$ cat src/rtl/keypad_scan.sv
// keypad_scan: 4x4 matrix keypad scanner.
// Walks an active-low column strobe across the keypad, debounces the single
// key it finds, and reports its hex code with a one-cycle trig pulse.
// A held key produces exactly one trig; a full release debounce must complete
// before scanning resumes and another key can be accepted.
//
//  state    | meaning
//  ---------+---------------------------------------------------------------
//  SCAN     | stepping columns on each tick, looking for one low row
//  DEBOUNCE | column frozen, counting ticks with the same row pattern
//  PRESSED  | key accepted, waiting for all rows to return high
//  RELEASE  | rows high, counting idle ticks before resuming the scan
module keypad_scan #(
    parameter int SCAN_DIV     = 50000,
    parameter int DEBOUNCE_CNT = 10
) (
    input  logic       clk_i,
    input  logic       reset_i,
    input  logic [3:0] row_i,
    output logic [3:0] col_o,
    output logic [3:0] value_o,
    output logic       trig_o,
    output logic       pressed_o
);

    localparam int DIV_W  = (SCAN_DIV > 1) ? $clog2(SCAN_DIV) : 1;
    localparam int DCNT_W = $clog2(DEBOUNCE_CNT + 1);

    localparam logic [DIV_W-1:0]  DIV_LAST  = DIV_W'(SCAN_DIV - 1);
    localparam logic [DCNT_W-1:0] DCNT_TERM = DCNT_W'(DEBOUNCE_CNT);
    localparam logic [DCNT_W-1:0] DCNT_ONE  = DCNT_W'(1);
    localparam logic [DCNT_W-1:0] DCNT_ZERO = '0;

    typedef enum logic [1:0] {
        SCAN     = 2'd0,
        DEBOUNCE = 2'd1,
        PRESSED  = 2'd2,
        RELEASE  = 2'd3
    } state_t;

    state_t            state_q, state_d;
    logic [3:0]        row_s1_q, row_s2_q;
    logic [DIV_W-1:0]  div_q, div_d;
    logic [1:0]        idx_q, idx_d;
    logic [DCNT_W-1:0] dcnt_q, dcnt_d;
    logic [3:0]        cap_q, cap_d;
    logic [3:0]        value_q, value_d;
    logic              trig_q, trig_d;

    logic [3:0]        rs;
    logic [3:0]        rows_low;
    logic              tick;
    logic              sample_valid;
    logic              rows_idle;
    logic [DCNT_W-1:0] dcnt_inc;
    logic              dcnt_done;

    // Map the captured low-row pattern and the frozen column to the key code.
    function automatic logic [3:0] key_code(input logic [3:0] low, input logic [1:0] c);
        logic [1:0] r;
        logic [3:0] code;
        r = 2'd0;
        unique case (low)
            4'b0001: r = 2'd0;
            4'b0010: r = 2'd1;
            4'b0100: r = 2'd2;
            4'b1000: r = 2'd3;
            default: r = 2'd0;
        endcase
        unique case ({r, c})
            4'b00_00: code = 4'h1;
            4'b00_01: code = 4'h2;
            4'b00_10: code = 4'h3;
            4'b00_11: code = 4'hA;
            4'b01_00: code = 4'h4;
            4'b01_01: code = 4'h5;
            4'b01_10: code = 4'h6;
            4'b01_11: code = 4'hB;
            4'b10_00: code = 4'h7;
            4'b10_01: code = 4'h8;
            4'b10_10: code = 4'h9;
            4'b10_11: code = 4'hC;
            4'b11_00: code = 4'hE;
            4'b11_01: code = 4'h0;
            4'b11_10: code = 4'hF;
            4'b11_11: code = 4'hD;
            default:  code = 4'h0;
        endcase
        return code;
    endfunction

    // Two-flop synchronizer for the asynchronous row lines; idles at all-high.
    always_ff @(posedge clk_i or posedge reset_i) begin
        if (reset_i) begin
            row_s1_q <= 4'hF;
            row_s2_q <= 4'hF;
        end else begin
            row_s1_q <= row_i;
            row_s2_q <= row_s1_q;
        end
    end

    assign rs = row_s2_q;

    // Free-running dwell divider; tick paces every FSM decision.
    always_comb begin
        tick  = (div_q == DIV_LAST);
        div_d = tick ? '0 : div_q + 1'b1;
    end

    // Divider register, independent of the FSM state.
    always_ff @(posedge clk_i or posedge reset_i) begin
        if (reset_i) begin
            div_q <= '0;
        end else begin
            div_q <= div_d;
        end
    end

    // Row pattern classification; two or more low rows count as idle.
    always_comb begin
        rows_low     = ~rs;
        sample_valid = (rows_low != 4'h0) && ((rows_low & (rows_low - 4'h1)) == 4'h0);
        rows_idle    = (rs == 4'hF);
        dcnt_inc     = (dcnt_q == DCNT_TERM) ? dcnt_q : dcnt_q + DCNT_ONE;
        dcnt_done    = (dcnt_inc == DCNT_TERM);
    end

    // Next-state and datapath updates, evaluated only on tick.
    always_comb begin
        state_d = state_q;
        idx_d   = idx_q;
        dcnt_d  = dcnt_q;
        cap_d   = cap_q;
        value_d = value_q;
        trig_d  = 1'b0;

        if (tick) begin
            unique case (state_q)
                SCAN: begin
                    if (sample_valid) begin
                        cap_d   = rs;
                        dcnt_d  = DCNT_ONE;
                        state_d = DEBOUNCE;
                    end else begin
                        idx_d = idx_q + 2'd1;
                    end
                end
                DEBOUNCE: begin
                    if (rs == cap_q) begin
                        dcnt_d = dcnt_inc;
                        if (dcnt_done) begin
                            state_d = PRESSED;
                            value_d = key_code(~cap_q, idx_q);
                            trig_d  = 1'b1;
                        end
                    end else begin
                        state_d = SCAN;
                        idx_d   = idx_q + 2'd1;
                        dcnt_d  = DCNT_ZERO;
                    end
                end
                PRESSED: begin
                    // Any other low pattern, including another key in this
                    // column, simply keeps the key held.
                    if (rows_idle) begin
                        state_d = RELEASE;
                        dcnt_d  = DCNT_ONE;
                    end
                end
                RELEASE: begin
                    if (rows_idle) begin
                        dcnt_d = dcnt_inc;
                        if (dcnt_done) begin
                            state_d = SCAN;
                            idx_d   = idx_q + 2'd1;
                            dcnt_d  = DCNT_ZERO;
                        end
                    end else begin
                        state_d = PRESSED;
                    end
                end
                default: begin
                    state_d = SCAN;
                end
            endcase
        end
    end

    // FSM and datapath registers; reset aborts any press without a trig.
    always_ff @(posedge clk_i or posedge reset_i) begin
        if (reset_i) begin
            state_q <= SCAN;
            idx_q   <= 2'd0;
            dcnt_q  <= DCNT_ZERO;
            cap_q   <= 4'hF;
            value_q <= 4'h0;
            trig_q  <= 1'b0;
        end else begin
            state_q <= state_d;
            idx_q   <= idx_d;
            dcnt_q  <= dcnt_d;
            cap_q   <= cap_d;
            value_q <= value_d;
            trig_q  <= trig_d;
        end
    end

    assign col_o     = ~(4'b0001 << idx_q);
    assign value_o   = value_q;
    assign trig_o    = trig_q;
    assign pressed_o = (state_q == PRESSED) || (state_q == RELEASE);

endmodule

$ cat config.mk
export PLATFORM = sky130hd
export DESIGN_NAME = keypad_scan
export DESIGN_NICKNAME = d
export VERILOG_FILES = /design/src/rtl/keypad_scan.sv
export SDC_FILE = /design/constraint.sdc
export NUM_CORES = 1
export LEC_CHECK = 0
export BUFFER_PORTS_ARGS = -buffer_cell sky130_fd_sc_hd__buf_2
export CORE_ASPECT_RATIO = 1.2
export CORE_MARGIN = 4
export CORE_UTILIZATION = 60
export DETAILED_ROUTE_END_ITERATION = 8
export PLACE_DENSITY_LB_ADDON = 0.2
export SETUP_SLACK_MARGIN = 0.5
export SYNTH_ARGS = -nofsm -noshare
export SYNTH_HDL_FRONTEND = slang
export SYNTH_SLANG_ARGS = --single-unit
$ cat constraint.sdc
create_clock -name clk_i -period 2.5 [get_ports clk_i]
set_clock_uncertainty 0.2 [all_clocks]
set_input_delay 0.75 -clock clk_i [delete_from_list [all_inputs] [get_ports clk_i]]
set_output_delay 0.75 -clock clk_i [all_outputs]
set_load 0.02 [all_outputs]
# [Word-level counts from Yosys, hierarchy flattened]
# Memories as Yosys holds them, arrays and structs flattened. A register that Yosys moved wholly into a read port is not among the register bits.
# Cells that the tools add are included.
[totals] regBits=37 latchBits=0 mem_bits_rw=0 mem_bits_ro=64 output_inout_bits=10 elab_cells=77 n_memories=1
[op_classes] addsub=4 n_mul=0 n_div=0 magnitude_cmp=0 eq_ne=19 shift=1 mux=29 n_bitwise=4 reduce_logical=11
[memory_table] name="(name not given)" depth=16 word_bits=4 rd=1 rd_ports_with_merged_regs=1 wr=0 line="70" rtl="unique case ({r, c})"
[op_table] op="2-bit two-way mux" n=14
[op_table] op="4-bit two-way mux" n=6
[op_table] op="16-bit by 1-bit adder with 16-bit output, second input constant" n=1
[op_table] op="16-bit == test, second input constant" n=1
[op_table] op="4-bit == test, second input constant" n=4
[op_table] op="16-bit two-way mux" n=1
[op_table] op="4-bit case mux with 4 select lines" n=1
[op_table] op="2-bit != test, second input constant" n=6
[op_table] op="4-bit inverter" n=3
[op_table] op="2-bit case mux with 3 select lines" n=2
[op_table] op="2-bit case mux with 4 select lines" n=1
[op_table] op="4-bit AND reduction" n=2
[op_table] op="3-bit != test, second input constant" n=2
[op_table] op="6-bit AND reduction" n=1
[op_table] op="5-bit AND reduction" n=1
[op_table] op="4-bit by 1-bit adder with 4-bit output, second input constant" n=1
[op_table] op="4-bit bitwise AND" n=1
[op_table] op="2-bit == test, second input constant" n=2
[op_table] op="4-bit by 2-bit == test with 1-bit output, second input constant" n=1
[op_table] op="4-bit by 3-bit == test with 1-bit output, second input constant" n=1
[op_table] op="4-bit == test" n=1
[op_table] op="4-bit zero test" n=1
[op_table] op="1-bit two-way mux" n=4
[op_table] op="4-bit nonzero test" n=1
[op_table] op="other kinds (9)" n=9

# [Longest topological paths before layout]
# Gate-level depths: netlist (run 1).
[logic_depth] depth_word=7 ltp_mapped=7 mapped_depth_nobuf=7

# [Worst setup path after synthesis (run 1)]
# Ideal clock, no wire load.
[synth_path] path_type="register -> register" start="reg dcnt_q[0]" end="reg state_q[0]" setup_ps=79 arrival_ps=1833 required_time_ps=2221 slack_ps=388 path_stages_with_launch=8 path_buffers=0 period_less_slack_ps=2112 path_cell_list="dfrtp_1 > inv_1 > ha_1 > nand2_2 > o31a_1 > a211o_1 > a221o_1 > mux2i_1"
[synth_between] elab_chain_cells=5
[synth_lines] element="start: declaration" line="45" rtl="logic [DCNT_W-1:0] dcnt_q, dcnt_d;"
[synth_lines] element="start signal: assignment" line="202" rtl="dcnt_q <= dcnt_d;"
[synth_lines] element="4-bit by 1-bit adder with 4-bit output or 4-bit == test (tied branches)" line="125" rtl="dcnt_inc = (dcnt_q == DCNT_TERM) ? dcnt_q : dcnt_q + DCNT_ONE;"
[synth_lines] element="4-bit two-way mux *" line="125"
[synth_lines] element="4-bit == test *" line="126" rtl="dcnt_done = (dcnt_inc == DCNT_TERM);"
[synth_lines] element="3-bit != test (no line)"
[synth_lines] element="5-bit AND reduction (no line) *"
[synth_lines] element="end signal: assignment" line="200" rtl="state_q <= state_d;"
[synth_lines] element="end: declaration" line="41" rtl="state_t state_q, state_d;"
# Every way passes the cells marked *; elsewhere a longest branch is shown, timed or not.
# A chain may end at the register's enable or synchronous reset.

# [Worst setup path after layout (run 1)]
[layout_path] start="reg idx_q[0]" end="out col_o[1]"
[layout_between] elab_chain_cells=2
[layout_lines] element="start: declaration" line="44" rtl="logic [1:0] idx_q, idx_d;"
[layout_lines] element="start signal: assignment" line="201" rtl="idx_q <= idx_d;"
[layout_lines] element="1-bit by 2-bit left shift with 4-bit output" line="209" rtl="assign col_o = ~(4'b0001 << idx_q);"
[layout_lines] element="4-bit inverter" line="209"
[layout_lines] element="end: declaration" line="20" rtl="output logic [3:0] col_o,"
# Every way passes these cells.

==> impl_metrics.xml, run 1 <==
<?xml version="1.0" encoding="UTF-8"?>
<metrics>
  <group name="setup_path">
    <metric name="worst_setup_ep_type" unit="">output pin</metric>
    <metric name="cpPeakStageDelay" unit="ps">440</metric>
    <metric name="required" unit="ps">1550</metric>
    <metric name="slowest_cell_on_crit_path" unit="">sky130_fd_sc_hd__dfrtp_2</metric>
    <metric name="critical_path.startpoint_type" unit="">flip-flop</metric>
    <metric name="crit_chain" unit="">buf_4 -&gt; ha_4 -&gt; inv_2 -&gt; buf_6</metric>
    <metric name="criticalPathCategory" unit="">flip-flop to output pin</metric>
    <metric name="crit_fanout" unit="">3</metric>
    <metric name="arrival" unit="ps">1230</metric>
  </group>
  <group name="logic_synthesis">
    <metric name="synth_cells" unit="">219</metric>
    <metric name="synth_enable_flop_cells" unit="">0</metric>
    <metric name="ys_seq_elements" unit="">41</metric>
    <metric name="syn_nets" unit="">234</metric>
    <metric name="top_ff_cell_synth" unit="">sky130_fd_sc_hd__dfrtp_1</metric>
    <metric name="post_synth_instance_area" unit="mm²">0.00228</metric>
    <metric name="synth_seq_area_share" unit="">0.457</metric>
    <metric name="async_reset_ff_frac" unit="">1.00</metric>
    <metric name="synth_cell_types" unit="">55</metric>
    <metric name="yosysWarningCount" unit="">0</metric>
    <metric name="postSynthAreaPerCell" unit="µm²">10.4</metric>
  </group>
  <group name="worst_hold_path">
    <metric name="holdCritPathClass" unit="">flip-flop to flip-flop</metric>
  </group>
  <group name="timing">
    <metric name="max_slew_margin" unit="">0.668</metric>
    <metric name="final-setup-viol-count" unit="">0</metric>
    <metric name="final_hold_viol_count" unit="">0</metric>
    <metric name="worstMarginPinSlew" unit="ps">498</metric>
    <metric name="finalCritPeriodShare" unit="">0.874</metric>
    <metric name="fmax" unit="GHz">0.458</metric>
    <metric name="maxSlewViolCount" unit="">0</metric>
    <metric name="timing.final.crit_period" unit="ps">2180</metric>
    <metric name="timing.setup.tns" unit="ps">0</metric>
    <metric name="fin_ws" unit="ps">316</metric>
    <metric name="setup_repair_after_global_routing_missed_its_margin" unit="">true</metric>
  </group>
  <group name="clocking">
    <metric name="cts_inserted_buffers" unit="">5</metric>
    <metric name="clk-insertion-delay-late" unit="ps">300</metric>
    <metric name="holdBufCountCts" unit="">0</metric>
    <metric name="cts_root_buffer" unit="">sky130_fd_sc_hd__clkbuf_8</metric>
    <metric name="tritoncts_num_sinks" unit="">41</metric>
    <metric name="cts_htree_levels" unit="">2</metric>
    <metric name="tritoncts" unit="">done</metric>
    <metric name="clk_pin_slew_worst_paths" unit="ps">70</metric>
    <metric name="cts.path.max_buffers" unit="">2</metric>
  </group>
  <group name="grt">
    <metric name="first_global_vias" unit="">1884</metric>
    <metric name="antenna_found_initial" unit="">0</metric>
    <metric name="grt_pass1_wl" unit="µm">9040</metric>
    <metric name="global_route.usage.total" unit="">0.245</metric>
    <metric name="grt_start_max_net_pins" unit="">42</metric>
    <metric name="gr-total-overflow" unit="">0</metric>
  </group>
  <group name="placed_design">
    <metric name="place_hpwl" unit="µm">3330</metric>
    <metric name="io_buffers" unit="">15</metric>
    <metric name="place.gp.congestion" unit="">0.903</metric>
    <metric name="pre_cts_slack" unit="ps">327</metric>
  </group>
  <group name="floorplan">
    <metric name="initial_utilization" unit="">0.622</metric>
    <metric name="placeableCoreArea" unit="mm²">0.00366</metric>
    <metric name="die_area" unit="mm²">0.00485</metric>
    <metric name="die_w" unit="µm">64.3</metric>
    <metric name="pin_count" unit="">16</metric>
    <metric name="rows" unit="">24</metric>
    <metric name="chipHeight" unit="µm">75.5</metric>
  </group>
  <group name="drt">
    <metric name="postRouteAntennaNets" unit="">0</metric>
    <metric name="drc_errors" unit="">0</metric>
    <metric name="detail_route.first_pass.iterations" unit="">4</metric>
    <metric name="detailroute.wirelength.met2" unit="µm">3120</metric>
    <metric name="vias" unit="">1927</metric>
    <metric name="met3WireLength" unit="µm">272</metric>
    <metric name="m1WireLength" unit="µm">2140</metric>
    <metric name="total_wirelength" unit="µm">5810</metric>
    <metric name="first_drt_iteration_drcs" unit="">161</metric>
    <metric name="routed_wire_length_per_instance" unit="µm">18.4</metric>
    <metric name="avgViaCountPerCell" unit="">6.10</metric>
    <metric name="routed.top_layer" unit="">met4</metric>
  </group>
  <group name="job">
    <metric name="max_cap_violations" unit="">0</metric>
  </group>
  <group name="power_and_ir_drop">
    <metric name="peakVddDrop" unit="mV">0.403</metric>
    <metric name="power_leakage" unit="nW">1.30</metric>
    <metric name="power.density" unit="mW/mm²">424</metric>
  </group>
  <group name="finish">
    <metric name="filler_cell_count" unit="">237</metric>
    <metric name="postLayoutCoreUtil" unit="">0.803</metric>
    <metric name="antennaDiodeCount" unit="">0</metric>
    <metric name="drive_gt1_frac" unit="">0.413</metric>
    <metric name="layout_overhead_on_the_synthesized_area" unit="%">29.0</metric>
    <metric name="design.final.nets" unit="">278</metric>
  </group>
  <group name="outcome">
    <metric name="outcome" unit="">finished clean</metric>
  </group>
</metrics>
==> cells by family (layout without fill, tap and decap cells) <==
family	after synthesis	count (layout)	share of synthesized area
AO/OA/AOI/OAI	44	44	0.140
XOR/XNOR	18	18	0.0692
multiplexers	11	11	0.0615
buffers and inverters	20	65	0.0346
adder cells (fa/ha/maj)	9	9	0.0494
flip-flops	41	41	0.457
AND/OR/NAND/NOR	76	76	0.189
==> synth_stat cells, drive strengths merged, types with 3 or more instances <==
| library cell | count | share of area |
|---|---|---|
| mux2i | 5 | 0.022 |
| nand4 | 5 | 0.014 |
| o21ai | 13 | 0.029 |
| o31ai | 3 | 0.0099 |
| dfstp | 12 | 0.14 |
| a31oi | 3 | 0.0082 |
| mux2 | 5 | 0.030 |
| clkbuf | 4 | 0.0066 |
| o211ai | 4 | 0.013 |
| xor2 | 12 | 0.046 |
| a21oi | 4 | 0.0088 |
| dfrtp | 29 | 0.32 |
| nor2 | 14 | 0.023 |
| buf | 3 | 0.0066 |
| ha | 9 | 0.049 |
| nand2 | 14 | 0.024 |
| nand3 | 17 | 0.043 |
| and3 | 6 | 0.017 |
| xnor2 | 6 | 0.023 |
| inv | 13 | 0.021 |
==> final cells by class <==
| cell class | count | area, µm² | share of cell area |
|---|---|---|---|
| Multi-Input combinational cell | 158 | 1350 | 0.459 |
| Inverter | 13 | 53.8 | 0.0183 |
| Clock inverter | 2 | 35.0 | 0.0119 |
| Sequential cell | 41 | 1050 | 0.356 |
| Timing Repair Buffer | 44 | 320 | 0.109 |
| Tap cell | 52 | 65.1 | 0.0221 |
| Clock buffer | 6 | 72.6 | 0.0247 |
==> worst paths after layout <==
| check | startpoint | endpoint | slack (ps) | cells past startpoint |
|---|---|---|---|---|
| min in group asynchronous | reset_i | div_q[6] | 360 | 3 |
| worst max-delay path | idx_q[0] | col_o[1] | 320 | 4 |
| worst max register to register | dcnt_q[0] | value_o[0] | 330 | 7 |
| max in group asynchronous | reset_i | idx_q[0] | 1360 | 3 |
| worst min register to register | row_s1_q[1] | row_s2_q[1] | 160 | 0 |
| worst min-delay path | row_s1_q[1] | row_s2_q[1] | 160 | 0 |
==> power by group <==
part / leakage [nW] / total, mW / internal (mW) / switching (mW)
registers: 0.511 / 0.682 / 0.675 / 0.00694
logic: 0.736 / 0.0491 / 0.0181 / 0.0310
clock network: 0.0552 / 0.517 / 0.296 / 0.220
==> state kept, by name (all words and copies together) (netlist names) <==
| register | count |
|---|---|
| row_s2_q | 4 |
| trig_o | 1 |
| div_q | 16 |
| state_q | 2 |
| cap_q | 4 |
| row_s1_q | 4 |
| value_o | 4 |
| dcnt_q | 4 |
| idx_q | 2 |
==> layout by cell type, fill, tap and decap left out, types with 5 or more instances in the layout <==
cell,n
sky130_fd_sc_hd__inv_2,5
sky130_fd_sc_hd__mux2i_1,5
sky130_fd_sc_hd__xnor2_1,6
sky130_fd_sc_hd__nor2_1,14
sky130_fd_sc_hd__buf_6,6
sky130_fd_sc_hd__nand2_1,12
sky130_fd_sc_hd__nand3_1,16
sky130_fd_sc_hd__buf_4,25
sky130_fd_sc_hd__clkbuf_8,5
sky130_fd_sc_hd__xor2_1,11
sky130_fd_sc_hd__ha_1,5
sky130_fd_sc_hd__inv_1,6
sky130_fd_sc_hd__buf_2,13
sky130_fd_sc_hd__o21ai_0,11
sky130_fd_sc_hd__dfrtp_1,25
sky130_fd_sc_hd__dfstp_2,12
sky130_fd_sc_hd__nand4_1,5
==> metrics by stage <==
stage | instance area [µm²] | power, mW | hold WS [ps] | std cells
2_1_floorplan | 2290 | 0.718 | 145 | 219
3_3_place_gp | 2440 | 0.729 | 145 | 284
3_5_place_dp | 2440 | 0.731 | 147 | 284
4_1_cts | 2810 | 1.25 | 157 | 310
5_1_grt | 2940 | 1.29 | 161 | 316
6_report | 2940 | 1.25 | 155 | 316
==> timing repair <==
| action | in CTS | in global routing |
|---|---|---|
| gates resized for setup | 30 | 20 |
| pin swaps | 8 | 6 |
| setup endpoints to repair | 17 | 21 |
| setup buffers | 18 | 6 |
==> routing by layer <==
layer	track usage	vias to the layer above
met5	0	-
met4	0.146	0
met3	0.0487	30
met2	0.431	77
met1	0.281	945
li1	-	875
==> worst max-delay path: cells and delay by family (launching register included) <==
family | cells | cell delay, ps
fa+ha+maj | 1 | 170
buf+inv | 3 | 330
flops | 1 | 440
No activity file was read; power rests on OpenSTA's default activity.
==> run 2, diff against run 1 <==
- ABC_AREA: unset -> 1
==> impl_metrics.xml, run 2 <==
<?xml version="1.0" encoding="UTF-8"?>
<metrics>
  <group name="worst_hold_path">
    <metric name="holdCritPathClass" unit="">flip-flop to flip-flop</metric>
  </group>
  <group name="setup_path">
    <metric name="crit_start" unit="">idx_q[0]</metric>
    <metric name="r2r_cells" unit="">11</metric>
    <metric name="worst_path_most_repeated_cell" unit="">sky130_fd_sc_hd__inv_2</metric>
    <metric name="rr_startpoint" unit="">dcnt_q[0]</metric>
    <metric name="criticalPathCategory" unit="">flip-flop to output pin</metric>
    <metric name="crit_fanout" unit="">5</metric>
    <metric name="critical_path.startpoint_type" unit="">flip-flop</metric>
    <metric name="critical_path.endpoint" unit="">col_o[0]</metric>
    <metric name="cpPeakStageDelay" unit="ps">450</metric>
    <metric name="worst_setup_ep_type" unit="">output pin</metric>
    <metric name="arrival" unit="ps">1180</metric>
    <metric name="crit_chain" unit="">inv_2 -&gt; ha_2 -&gt; inv_2 -&gt; buf_6</metric>
    <metric name="required" unit="ps">1550</metric>
    <metric name="slowest_cell_on_crit_path" unit="">sky130_fd_sc_hd__dfrtp_2</metric>
    <metric name="r2r_setup_slack" unit="ps">640</metric>
    <metric name="rr_endpoint" unit="">state_q[0]</metric>
  </group>
  <group name="timing">
    <metric name="fmax" unit="GHz">0.470</metric>
    <metric name="timing.final.crit_period" unit="ps">2130</metric>
    <metric name="worstMarginPinSlew" unit="ps">508</metric>
    <metric name="final_hold_viol_count" unit="">0</metric>
    <metric name="final-setup-viol-count" unit="">0</metric>
    <metric name="finalCritPeriodShare" unit="">0.850</metric>
    <metric name="maxSlewViolCount" unit="">0</metric>
    <metric name="max_slew_margin" unit="">0.661</metric>
    <metric name="setup_repair_after_global_routing_missed_its_margin" unit="">true</metric>
    <metric name="timing.setup.tns" unit="ps">0</metric>
  </group>
  <group name="finish">
    <metric name="final_cell_mix" unit="">sky130_fd_sc_hd__nand2_1, sky130_fd_sc_hd__inv_1, sky130_fd_sc_hd__nor2_1, sky130_fd_sc_hd__dfrtp_1, sky130_fd_sc_hd__nand3_1</metric>
    <metric name="layout_overhead_on_the_synthesized_area" unit="%">13.4</metric>
    <metric name="antennaDiodeCount" unit="">0</metric>
    <metric name="drive_gt1_frac" unit="">0.230</metric>
    <metric name="top_register" unit="">div_q</metric>
    <metric name="largest_reg_flops" unit="">16</metric>
    <metric name="finalInstanceArea" unit="mm²">0.00281</metric>
    <metric name="design.final.nets" unit="">366</metric>
    <metric name="final_common_cell" unit="">sky130_fd_sc_hd__nand2_1</metric>
  </group>
  <group name="logic_synthesis">
    <metric name="muxShareOfSynthArea" unit="">0</metric>
    <metric name="top_ff_cell_synth" unit="">sky130_fd_sc_hd__dfrtp_1</metric>
    <metric name="synth_enable_flop_cells" unit="">0</metric>
    <metric name="synth_cells" unit="">322</metric>
    <metric name="synth_seq_area_share" unit="">0.420</metric>
    <metric name="async_reset_ff_frac" unit="">1.00</metric>
    <metric name="leading_post_synthesis_cells_by_cell_area" unit="">sky130_fd_sc_hd__dfrtp_1, sky130_fd_sc_hd__nand2_1, sky130_fd_sc_hd__dfstp_2</metric>
    <metric name="fraction_of_the_mapped_netlist_area_in_compound_gates" unit="">0.0606</metric>
    <metric name="synth-xor-area-share" unit="">0.0141</metric>
    <metric name="synthSimpleGateAreaFrac" unit="">0.371</metric>
    <metric name="ys_seq_elements" unit="">41</metric>
    <metric name="synth_top_family_by_area" unit="">simple AND/OR/NAND/NOR gates</metric>
    <metric name="postSynthAreaPerCell" unit="µm²">7.70</metric>
    <metric name="synthMostInstantiatedCell" unit="">sky130_fd_sc_hd__nand2_1</metric>
    <metric name="synth_common_cells" unit="">sky130_fd_sc_hd__nand2_1, sky130_fd_sc_hd__inv_1, sky130_fd_sc_hd__dfrtp_1</metric>
    <metric name="syn_nets" unit="">337</metric>
    <metric name="yosysWarningCount" unit="">0</metric>
    <metric name="synth_cell_types" unit="">33</metric>
    <metric name="synth_top_cell_by_area" unit="">sky130_fd_sc_hd__dfrtp_1</metric>
    <metric name="synthAdderAreaFrac" unit="">0.0454</metric>
    <metric name="synth_top_area_share" unit="">0.293</metric>
    <metric name="post_synth_instance_area" unit="mm²">0.00248</metric>
  </group>
  <group name="grt">
    <metric name="fraction_of_met1_tracks_used_by_global_routing" unit="">0.240</metric>
    <metric name="first_global_vias" unit="">2050</metric>
    <metric name="grt_start_max_net_pins" unit="">42</metric>
    <metric name="gr-usage-met2" unit="">0.395</metric>
    <metric name="grt.met3_usage" unit="">0.0343</metric>
    <metric name="gr-total-overflow" unit="">0</metric>
    <metric name="antenna_found_initial" unit="">0</metric>
    <metric name="grt_pass1_wl" unit="µm">8650</metric>
    <metric name="global_route.usage.total" unit="">0.212</metric>
    <metric name="busiest_layer" unit="">met2</metric>
  </group>
  <group name="floorplan">
    <metric name="die_area" unit="mm²">0.00523</metric>
    <metric name="initial_utilization" unit="">0.624</metric>
    <metric name="die_w" unit="µm">66.7</metric>
    <metric name="pin_count" unit="">16</metric>
    <metric name="rows" unit="">25</metric>
    <metric name="placeableCoreArea" unit="mm²">0.00397</metric>
    <metric name="chipHeight" unit="µm">78.4</metric>
  </group>
  <group name="power_and_ir_drop">
    <metric name="seq_power_share" unit="">0.595</metric>
    <metric name="power.density" unit="mW/mm²">406</metric>
    <metric name="peakVddDrop" unit="mV">0.426</metric>
    <metric name="p_int" unit="mW">0.878</metric>
    <metric name="combinationalPowerShare" unit="">0.031</metric>
    <metric name="power_leakage" unit="nW">1.54</metric>
    <metric name="swShare" unit="">0.231</metric>
    <metric name="switching_power" unit="mW">0.264</metric>
    <metric name="power.share.clock" unit="">0.374</metric>
  </group>
  <group name="clocking">
    <metric name="holdBufCountCts" unit="">0</metric>
    <metric name="tritoncts_num_sinks" unit="">41</metric>
    <metric name="clk-insertion-delay-late" unit="ps">290</metric>
    <metric name="cts_root_buffer" unit="">sky130_fd_sc_hd__clkbuf_8</metric>
    <metric name="tritoncts" unit="">done</metric>
    <metric name="cts_inserted_buffers" unit="">5</metric>
    <metric name="cts.path.max_buffers" unit="">2</metric>
    <metric name="cts_htree_levels" unit="">2</metric>
    <metric name="clk_pin_slew_worst_paths" unit="ps">80</metric>
  </group>
  <group name="drt">
    <metric name="total_wirelength" unit="µm">4580</metric>
    <metric name="vias" unit="">2054</metric>
    <metric name="postRouteAntennaNets" unit="">0</metric>
    <metric name="first_drt_iteration_drcs" unit="">82</metric>
    <metric name="detail_route.first_pass.iterations" unit="">4</metric>
    <metric name="avgViaCountPerCell" unit="">5.06</metric>
    <metric name="drc_errors" unit="">0</metric>
    <metric name="routed_wire_length_per_instance" unit="µm">11.3</metric>
  </group>
  <group name="outcome">
    <metric name="outcome" unit="">finished clean</metric>
  </group>
  <group name="placed_design">
    <metric name="place_hpwl" unit="µm">3370</metric>
    <metric name="place.gp.congestion" unit="">0.860</metric>
    <metric name="detailed_place.area" unit="mm²">0.00263</metric>
    <metric name="io_buffers" unit="">15</metric>
  </group>
  <group name="job">
    <metric name="max_cap_violations" unit="">0</metric>
  </group>
</metrics>
[run 2: changes by cell type in the layout (fill, tap and decap cells not counted), moves of 6 or more]
| cell | before | now |
|---|---|---|
| sky130_fd_sc_hd__nand2_1 | 12 | 94 |
| sky130_fd_sc_hd__inv_1 | 6 | 47 |
| sky130_fd_sc_hd__buf_4 | 25 | 7 |
| sky130_fd_sc_hd__nor2_1 | 14 | 27 |
| sky130_fd_sc_hd__xor2_1 | 11 | 3 |
| sky130_fd_sc_hd__nand2_2 | 1 | 7 |
[run 2: area by class of cell]
cell class	count	area [µm²]
Multi-Input combinational cell	222	1240
Fill cell	331	1160
Sequential cell	41	1040
Inverter	58	218
Timing Repair Buffer	23	158
Clock buffer	5	68.8
Tap cell	54	67.6
Clock inverter	3	16.3
[run 2: power by group through the flow]
stage,clock [mW],combinational (mW),sequential (mW)
after global placement,0,0.0355,0.691
final,0.428,0.0355,0.679
after floorplan,0,0.0249,0.690
after CTS,0.443,0.0366,0.679
after detailed placement,0,0.0365,0.691
after global routing,0.470,0.0420,0.681
[run 2: logic make-up after synthesis]
family,after synthesis
compound gates,26
xor+xnor,4
simple gates,183
fa+ha+maj,9
buf+inv,59
flops,41
[run 2: per-layer routing]
| metal | vias up | share of wire |
|---|---|---|
| li1 | 1070 | - |
| met1 | 952 | 0.42 |
| met2 | 24 | 0.53 |
| met3 | 8 | 0.025 |
| met4 | 0 | 0.017 |
| met5 | - | 0 |
[run 2: worst min path at each step]
stage	endpoint	slack, ps	depth (start not counted)	start
6_report	row_s2_q[2]	160	0	row_s1_q[2]
5_1_grt	row_s2_q[3]	170	0	row_s1_q[3]
4_1_cts	row_s2_q[1]	160	0	row_s1_q[1]
3_5_place_dp	row_s2_q[1]	150	0	row_s1_q[1]
3_3_place_gp	row_s2_q[1]	150	0	row_s1_q[1]
2_1_floorplan	row_s2_q[0]	150	0	row_s1_q[0]
[run 2: metrics by stage]
| step | hold WS [ps] | setup slack, ps | std cells | util | power [mW] |
|---|---|---|---|---|---|
| 5_1_grt | 168 | 327 | 406 | 0.707 | 1.19 |
| 2_1_floorplan | 145 | 624 | 322 | - | 0.715 |
| 3_3_place_gp | 146 | 590 | 391 | 0.661 | 0.727 |
| 6_report | 158 | 374 | 406 | 0.707 | 1.14 |
| 3_5_place_dp | 147 | 561 | 391 | 0.661 | 0.728 |
| 4_1_cts | 159 | 376 | 404 | 0.702 | 1.16 |
[run 2: timing repair]
item                                    CTS  global route
setup buffers                             5             2
endpoints found under the setup margin    4             7
pin swaps                                 1             1
cloned                                    0             0
gates resized for setup                  17             3
[run 2: worst max-delay path: cells and delay by family, from the launching register on]
family | cells | cell delay, ps
fa+ha+maj | 1 | 170
buf+inv | 3 | 260
flops | 1 | 450
